### src/rtl/uart_tx_frame_serializer.sv
// UART transmit serializer: start bit, DATA_W data bits LSB-first, optional parity,
// one or two stop bits; back-to-back frames when send stays high.
module uart_tx_frame_serializer #(
   parameter int unsigned DATA_W = 8
) (
   input  logic              baud_clk,
   input  logic              reset_n,
   input  logic              send,
   input  logic [DATA_W-1:0] reg_data,
   input  logic [1:0]        parity_type,
   input  logic              stop_bits,
   output logic              data_tx,
   output logic              active_flag,
   output logic              done_flag
);

   localparam int unsigned CNT_W = $clog2(DATA_W);

   typedef enum logic [2:0] {
      S_IDLE   = 3'd0,
      S_START  = 3'd1,
      S_DATA   = 3'd2,
      S_PARITY = 3'd3,
      S_STOP   = 3'd4
   } state_t;

   state_t            r_state,   w_state_nxt;
   logic [DATA_W-1:0] r_shift,   w_shift_nxt;
   logic [CNT_W-1:0]  r_cnt,     w_cnt_nxt;
   logic              r_par_en,  w_par_en_nxt;
   logic              r_par_bit, w_par_bit_nxt;
   logic              r_stop2,   w_stop2_nxt;
   logic              r_data_tx, w_tx_nxt;
   logic              r_active,  w_active_nxt;
   logic              r_done,    w_done_nxt;
   logic              w_accept;
   logic              w_par_en;
   logic              w_par_bit;

   // Parity enable/value for the word presented on the input; 11 acts as none
   assign w_par_en  = (parity_type == 2'b01) || (parity_type == 2'b10);
   assign w_par_bit = (parity_type == 2'b10) ? (^reg_data) : (~^reg_data);

   // Next-state and next-output logic; outputs are registered from these values
   always_comb begin
      w_state_nxt   = r_state;
      w_shift_nxt   = r_shift;
      w_cnt_nxt     = r_cnt;
      w_par_en_nxt  = r_par_en;
      w_par_bit_nxt = r_par_bit;
      w_stop2_nxt   = r_stop2;
      w_tx_nxt      = 1'b1;
      w_done_nxt    = 1'b0;
      w_accept      = 1'b0;

      case (r_state)
         S_IDLE: begin
            w_accept = send;
         end
         S_START: begin
            w_state_nxt = S_DATA;
            w_tx_nxt    = r_shift[0];
            w_shift_nxt = r_shift >> 1;
            w_cnt_nxt   = '0;
         end
         S_DATA: begin
            if (r_cnt == CNT_W'(DATA_W - 1)) begin
               w_cnt_nxt = '0;
               if (r_par_en) begin
                  w_state_nxt = S_PARITY;
                  w_tx_nxt    = r_par_bit;
               end else begin
                  w_state_nxt = S_STOP;
               end
            end else begin
               w_cnt_nxt   = r_cnt + CNT_W'(1);
               w_tx_nxt    = r_shift[0];
               w_shift_nxt = r_shift >> 1;
            end
         end
         S_PARITY: begin
            w_state_nxt = S_STOP;
            w_cnt_nxt   = '0;
         end
         S_STOP: begin
            if (r_stop2 && (r_cnt == '0)) begin
               w_cnt_nxt = CNT_W'(1);
            end else begin
               w_state_nxt = S_IDLE;
               w_done_nxt  = 1'b1;
               w_accept    = send;
            end
         end
         default: begin
            w_state_nxt = S_IDLE;
         end
      endcase

      // Accepting from IDLE or on the last stop edge both launch a start bit
      if (w_accept) begin
         w_state_nxt   = S_START;
         w_shift_nxt   = reg_data;
         w_cnt_nxt     = '0;
         w_par_en_nxt  = w_par_en;
         w_par_bit_nxt = w_par_bit;
         w_stop2_nxt   = stop_bits;
         w_tx_nxt      = 1'b0;
      end

      w_active_nxt = (w_state_nxt != S_IDLE);
   end

   always_ff @(posedge baud_clk or negedge reset_n) begin
      if (!reset_n) begin
         r_state   <= S_IDLE;
         r_shift   <= '0;
         r_cnt     <= '0;
         r_par_en  <= 1'b0;
         r_par_bit <= 1'b0;
         r_stop2   <= 1'b0;
         r_data_tx <= 1'b1;
         r_active  <= 1'b0;
         r_done    <= 1'b0;
      end else begin
         r_state   <= w_state_nxt;
         r_shift   <= w_shift_nxt;
         r_cnt     <= w_cnt_nxt;
         r_par_en  <= w_par_en_nxt;
         r_par_bit <= w_par_bit_nxt;
         r_stop2   <= w_stop2_nxt;
         r_data_tx <= w_tx_nxt;
         r_active  <= w_active_nxt;
         r_done    <= w_done_nxt;
      end
   end

   assign data_tx     = r_data_tx;
   assign active_flag = r_active;
   assign done_flag   = r_done;

endmodule

### config.mk
export PLATFORM = sky130hd
export DESIGN_NAME = uart_tx_frame_serializer
export DESIGN_NICKNAME = d
export VERILOG_FILES = /design/src/rtl/uart_tx_frame_serializer.sv
export SDC_FILE = /design/constraint.sdc
export NUM_CORES = 1
export LEC_CHECK = 0
export CORE_UTILIZATION = 30
export DETAILED_ROUTE_END_ITERATION = 8
export PLACE_DENSITY = 0.57
export SLEW_MARGIN = 20
export SYNTH_ARGS = -nofsm -noshare
export SYNTH_HDL_FRONTEND = slang
export SYNTH_SLANG_ARGS = --single-unit
### constraint.sdc
create_clock -name baud_clk -period 4.6 [get_ports baud_clk]
set_input_delay 0.92 -clock baud_clk [delete_from_list [all_inputs] [get_ports baud_clk]]
set_output_delay 0.92 -clock baud_clk [all_outputs]
set_load 0.005 [all_outputs]
* Yosys cells after proc, flatten, opt, wreduce, memory -nomap -nowiden
Index checks and enable logic that the tools add are counted.
** Word-level totals
- Flip-flop bits (word level) :: 20
- Input port bits :: 14
- Output and inout port bits :: 3
- Logic and storage cells :: 52
** Operators by class
- Add/subtract/negate cells :: 1
- Eq/ne operators :: 9
- Mux-type cells :: 21
- Reduce and logical (&&, ||, !) cells :: 12
** Operators by type and width (number)
- two-way mux 3 bit :: 7
- two-way mux 8 bit :: 2
- case mux 8 bit (2 select lines) :: 1
- case mux 3 bit (5 select lines) :: 1
- case mux 3 bit (3 select lines) :: 1
- XNOR reduction 8 bit :: 1
- XOR reduction 8 bit :: 1
- two-way mux 1 bit :: 7
- == test 3 x 2 -> 1 bit, second input constant :: 2
- == test 3 bit, second input constant :: 2
- zero test 3 bit :: 2
- inequality test 3 bit, second input constant :: 2
- nonzero test 3 bit :: 2
- case mux 1 bit (2 select lines) :: 2
- AND reduction 2 bit :: 2
- nonzero test 4 bit :: 1
- adder 3 x 1 -> 3 bit, second input constant :: 1
- == test 3 x 1 -> 1 bit, second input constant :: 1
- == test 2 x 1 -> 1 bit, second input constant :: 1
- == test 2 bit, second input constant :: 1
- OR reduction 2 bit :: 1
- logical AND 1 bit :: 1
- logical OR 1 bit :: 1

* Logic depth before layout (Yosys ltp)
- Depth in word-level cells :: 6
- Gate-level depth with buffers :: 7

* Worst setup path before layout
No wires, ideal clock.
- Path type :: input port to flip-flop
- Start point :: input port parity_type[0]
- End point :: register r_par_bit
- Data arrival time :: 1.849 ns
- Path slack :: 2.626 ns
- Cell stages on the path :: 6
- Buffers on the path :: 0
- Cells stage by stage :: inv_1 -> ha_1 -> xnor2_1 -> xnor3_1 -> xnor2_1 -> o21ai_0
** On the way
- Longest elaborated chain between the ends :: 2
** RTL lines
- start, declared :: RTL line 10 : input logic [1:0] parity_type,
- == test 2 bit :: RTL line 42 : assign w_par_bit = (parity_type == 2'b10) ? (^reg_data) : (~^reg_data);
- two-way mux 1 bit :: RTL line 42
- end signal, assigned :: RTL line 129 : r_par_bit <= w_par_bit_nxt;
- end, declared :: RTL line 31 : logic r_par_bit, w_par_bit_nxt;
Every way passes these cells.
A chain may end at the register's enable or synchronous reset.

* Final worst setup path
Same ends and word-level chain as after synthesis.

==> impl_metrics.tcl <==
set metrics [dict create \
    io_buffers 16 \
    cts_tree "done" \
    synth_flop_cell "dfrtp_1" \
    path_clk_slew_ps 80 \
    grt_max_degree 21 \
    hold_violations 0 \
    synth_edf_count 0 \
    firstDrtPassIters 3 \
    ys_seq_area_frac 0.442 \
    vias 729 \
    grt_first_pass_wirelength_um 3340 \
    num_io_pins 17 \
    setup_viol 0 \
    overflow 0 \
    grt_pass1_vias 707 \
    slew_viol_final 0 \
    cpMaxStageDelayCell "clkdlybuf4s50_1" \
    worstMarginPinSlew_ps 919 \
    cts.sinks 20 \
    drt-total-wl_um 1990 \
    cp_cell_sequence "clkdlybuf4s50_1 -> inv_1 -> ha_1 -> xnor2_1 -> xnor3_1 -> xnor2_1 -> o21ai_0" \
    final_antenna_net_count 0 \
    power_density_nw_per_um2 576 \
    clock_latency_ps 260 \
    synth_seq_cells 20 \
    initial_utilization 0.328 \
    required_ps 4740 \
    wire_per_inst_um 12.8 \
    status "completed" \
    power.leakage_nw 0.584 \
    netlist-cell-type-count 33 \
    whs_ps 493 \
    final_nets 128 \
    fin_crit_sh 0.482 \
    cts_max_path_buffers 2 \
    yosysWarnings 0 \
    grt_antenna_before_repair 0 \
    drtIter0Drc 6 \
    area_growth_pct 20.2 \
    dieHeight_um 63.5 \
    final.min_clock_period_ps 2210 \
    worst-path-max-fanout 1 \
    htreeDepth 1 \
    crit_path_start_kind "input pin" \
    finClkSkew_ps 4.67 \
    num_rows 21 \
    postCtsResizedCells 0 \
    crit_buf_inv 2 \
    gp_congestion 0.701 \
    max_freq_mhz 451 \
    drive_gt1_frac 0.248 \
    arrival_ps 2350 \
    max_stage_delay_ps 450 \
    syn_area_um2 1140 \
    root_buffer "clkbuf_8" \
    cts-hold-fix-buffers 0 \
    async_reset_ff_frac 1.00 \
    core_um2 3470 \
    post_cts_buffers 0 \
    dp_hpwl_um 1390 \
    vias_per_cell 4.70 \
    die_w_um 63.5 \
    syn_inst 91 \
    track_usage 0.108 \
    syn-num-nets 109 \
    dieArea_um2 4040 \
    tns_ps 0 \
    maxCapViolations 0 \
    cts_buffers 3 \
    rsz0062_at_grt "false" \
    end_kind "flip-flop" \
    hp-class "reg -> reg" \
    crit_family "XOR/XNOR gates" \
    worst-setup-path-type "in -> reg" \
    slew_headroom 0.386 \
    syn_avg_cell_area_um2 12.5 \
    peakVddDrop_uv 251 \
    cp_common_cell "xnor2_1" \
    drc 0 \
    antenna_cells 0 \
]
## sequential cells by signal, indices dropped and copies added, names as in the netlist
name	cells
r_shift	8
r_cnt	3
r_state	3
active_flag	1
data_tx	1
done_flag	1
r_par_bit	1
r_par_en	1
r_stop2	1
## metrics by stage
| stage | setup slack, ps | power [W] | cells | area, um^2 | utilization |
|---|---|---|---|---|---|
| 2_1_floorplan | 2630 | 0.000600 | 91 | 1140 | - |
| 3_3_place_gp | 2120 | 0.000663 | 151 | 1320 | 0.381 |
| 3_5_place_dp | 2100 | 0.000672 | 151 | 1320 | 0.381 |
| 4_1_cts | 2370 | 0.000797 | 155 | 1370 | 0.394 |
| 5_1_grt | 2300 | 0.000846 | 155 | 1370 | 0.394 |
| 6_report | 2390 | 0.000786 | 155 | 1370 | 0.394 |
## cells in the mapped netlist (all sizes together), types with 2 or more instances
master   n  area, um^2
a21oi    2        10.0
dfrtp   19         475
ha       4        50.1
inv     10        37.5
mux2    16         184
nand2    5        26.3
nand2b   2        15.0
nand4b   3        32.5
o21ai    5        25.0
o22ai    2        12.5
xnor2    5        43.8
## kinds of logic (layout without fill, tap and decap cells)
| kind of cell | after synthesis | count (layout) | synth area share |
|---|---|---|---|
| multiplexers | 16 | 16 | 0.162 |
| adder cells (fa/ha/maj) | 4 | 4 | 0.0441 |
| XOR/XNOR | 7 | 7 | 0.0661 |
| AND/OR/NAND/NOR | 14 | 14 | 0.102 |
| AO/OA/AOI/OAI | 18 | 18 | 0.121 |
| flip-flops | 20 | 20 | 0.442 |
| buffers and inverters | 12 | 30 | 0.0628 |
## per-layer routing
layer / up-vias / track usage / wire length, um
li1: 356 / - / -
met3: 2 / 0.0399 / 82
met1: 358 / 0.142 / 980
met2: 13 / 0.162 / 912
met5: - / 0 / 0
met4: 0 / 0.0398 / 12
## layout make-up
class / instances / area (um^2)
inverters: 10 / 37.5
flip-flops and latches: 20 / 502
repair buffers: 16 / 160
well taps: 46 / 57.6
fillers: 358 / 2100
multi-input cells: 59 / 563
clock buffers: 4 / 45.0
## placed cells by master, fill, tap and decap left out
master,n
nor2_4,1
nand2_4,1
clkdlybuf4s50_1,16
o21a_1,1
clkbuf_1,1
a21oi_1,2
nand2b_1,1
nand2b_2,1
o21ai_0,5
nand2_1,4
dfstp_2,1
nand4b_1,2
mux2_4,1
xnor2_1,5
o311ai_4,1
a211o_1,1
o22ai_1,2
ha_1,4
xnor3_1,1
inv_1,10
nor3_1,1
o31ai_1,1
o32ai_1,1
and2b_2,1
a21boi_0,1
clkbuf_8,3
nand3_4,1
mux2_2,15
a31oi_1,1
a2bb2oi_1,1
xor2_1,1
o2bb2ai_1,1
nand4b_2,1
dfrtp_1,19
## power by group
part / total (W) / leakage (nW) / switching, W / internal (W)
clock: 0.000119 / 0.0228 / 0.0000574 / 0.0000616
combinational: 0.000346 / 0.312 / 0.000141 / 0.000205
sequential: 0.000321 / 0.249 / 0.0000659 / 0.000255
total: 0.000786 / 0.584 / 0.000265 / 0.000521
## path summary, 6_finish.rpt
kind | start | end | slack (ps) | cells past startpoint
max | parity_type[0] | r_par_bit$_DFFE_PN0N_ | 2390 | 7
min reg2reg | r_par_bit$_DFFE_PN0N_ | r_par_bit$_DFFE_PN0N_ | 490 | 2
min | r_par_bit$_DFFE_PN0N_ | r_par_bit$_DFFE_PN0N_ | 490 | 2
max reg2reg | r_cnt[0]$_DFFE_PN0P_ | r_shift[2]$_DFFE_PN0P_ | 2640 | 4
min in group asynchronous | reset_n | r_state[1]$_DFF_PN0_ | 1170 | 1
max in group asynchronous | reset_n | active_flag$_DFF_PN0_ | 2860 | 1
## worst reg2reg max path, stage by stage, from the launching register on
cell and delay [ps]:
dfrtp_1 410, ha_1 220, ha_1 270, o311ai_4 550, mux2_2 400
Power figures use the tool's default switching activity.
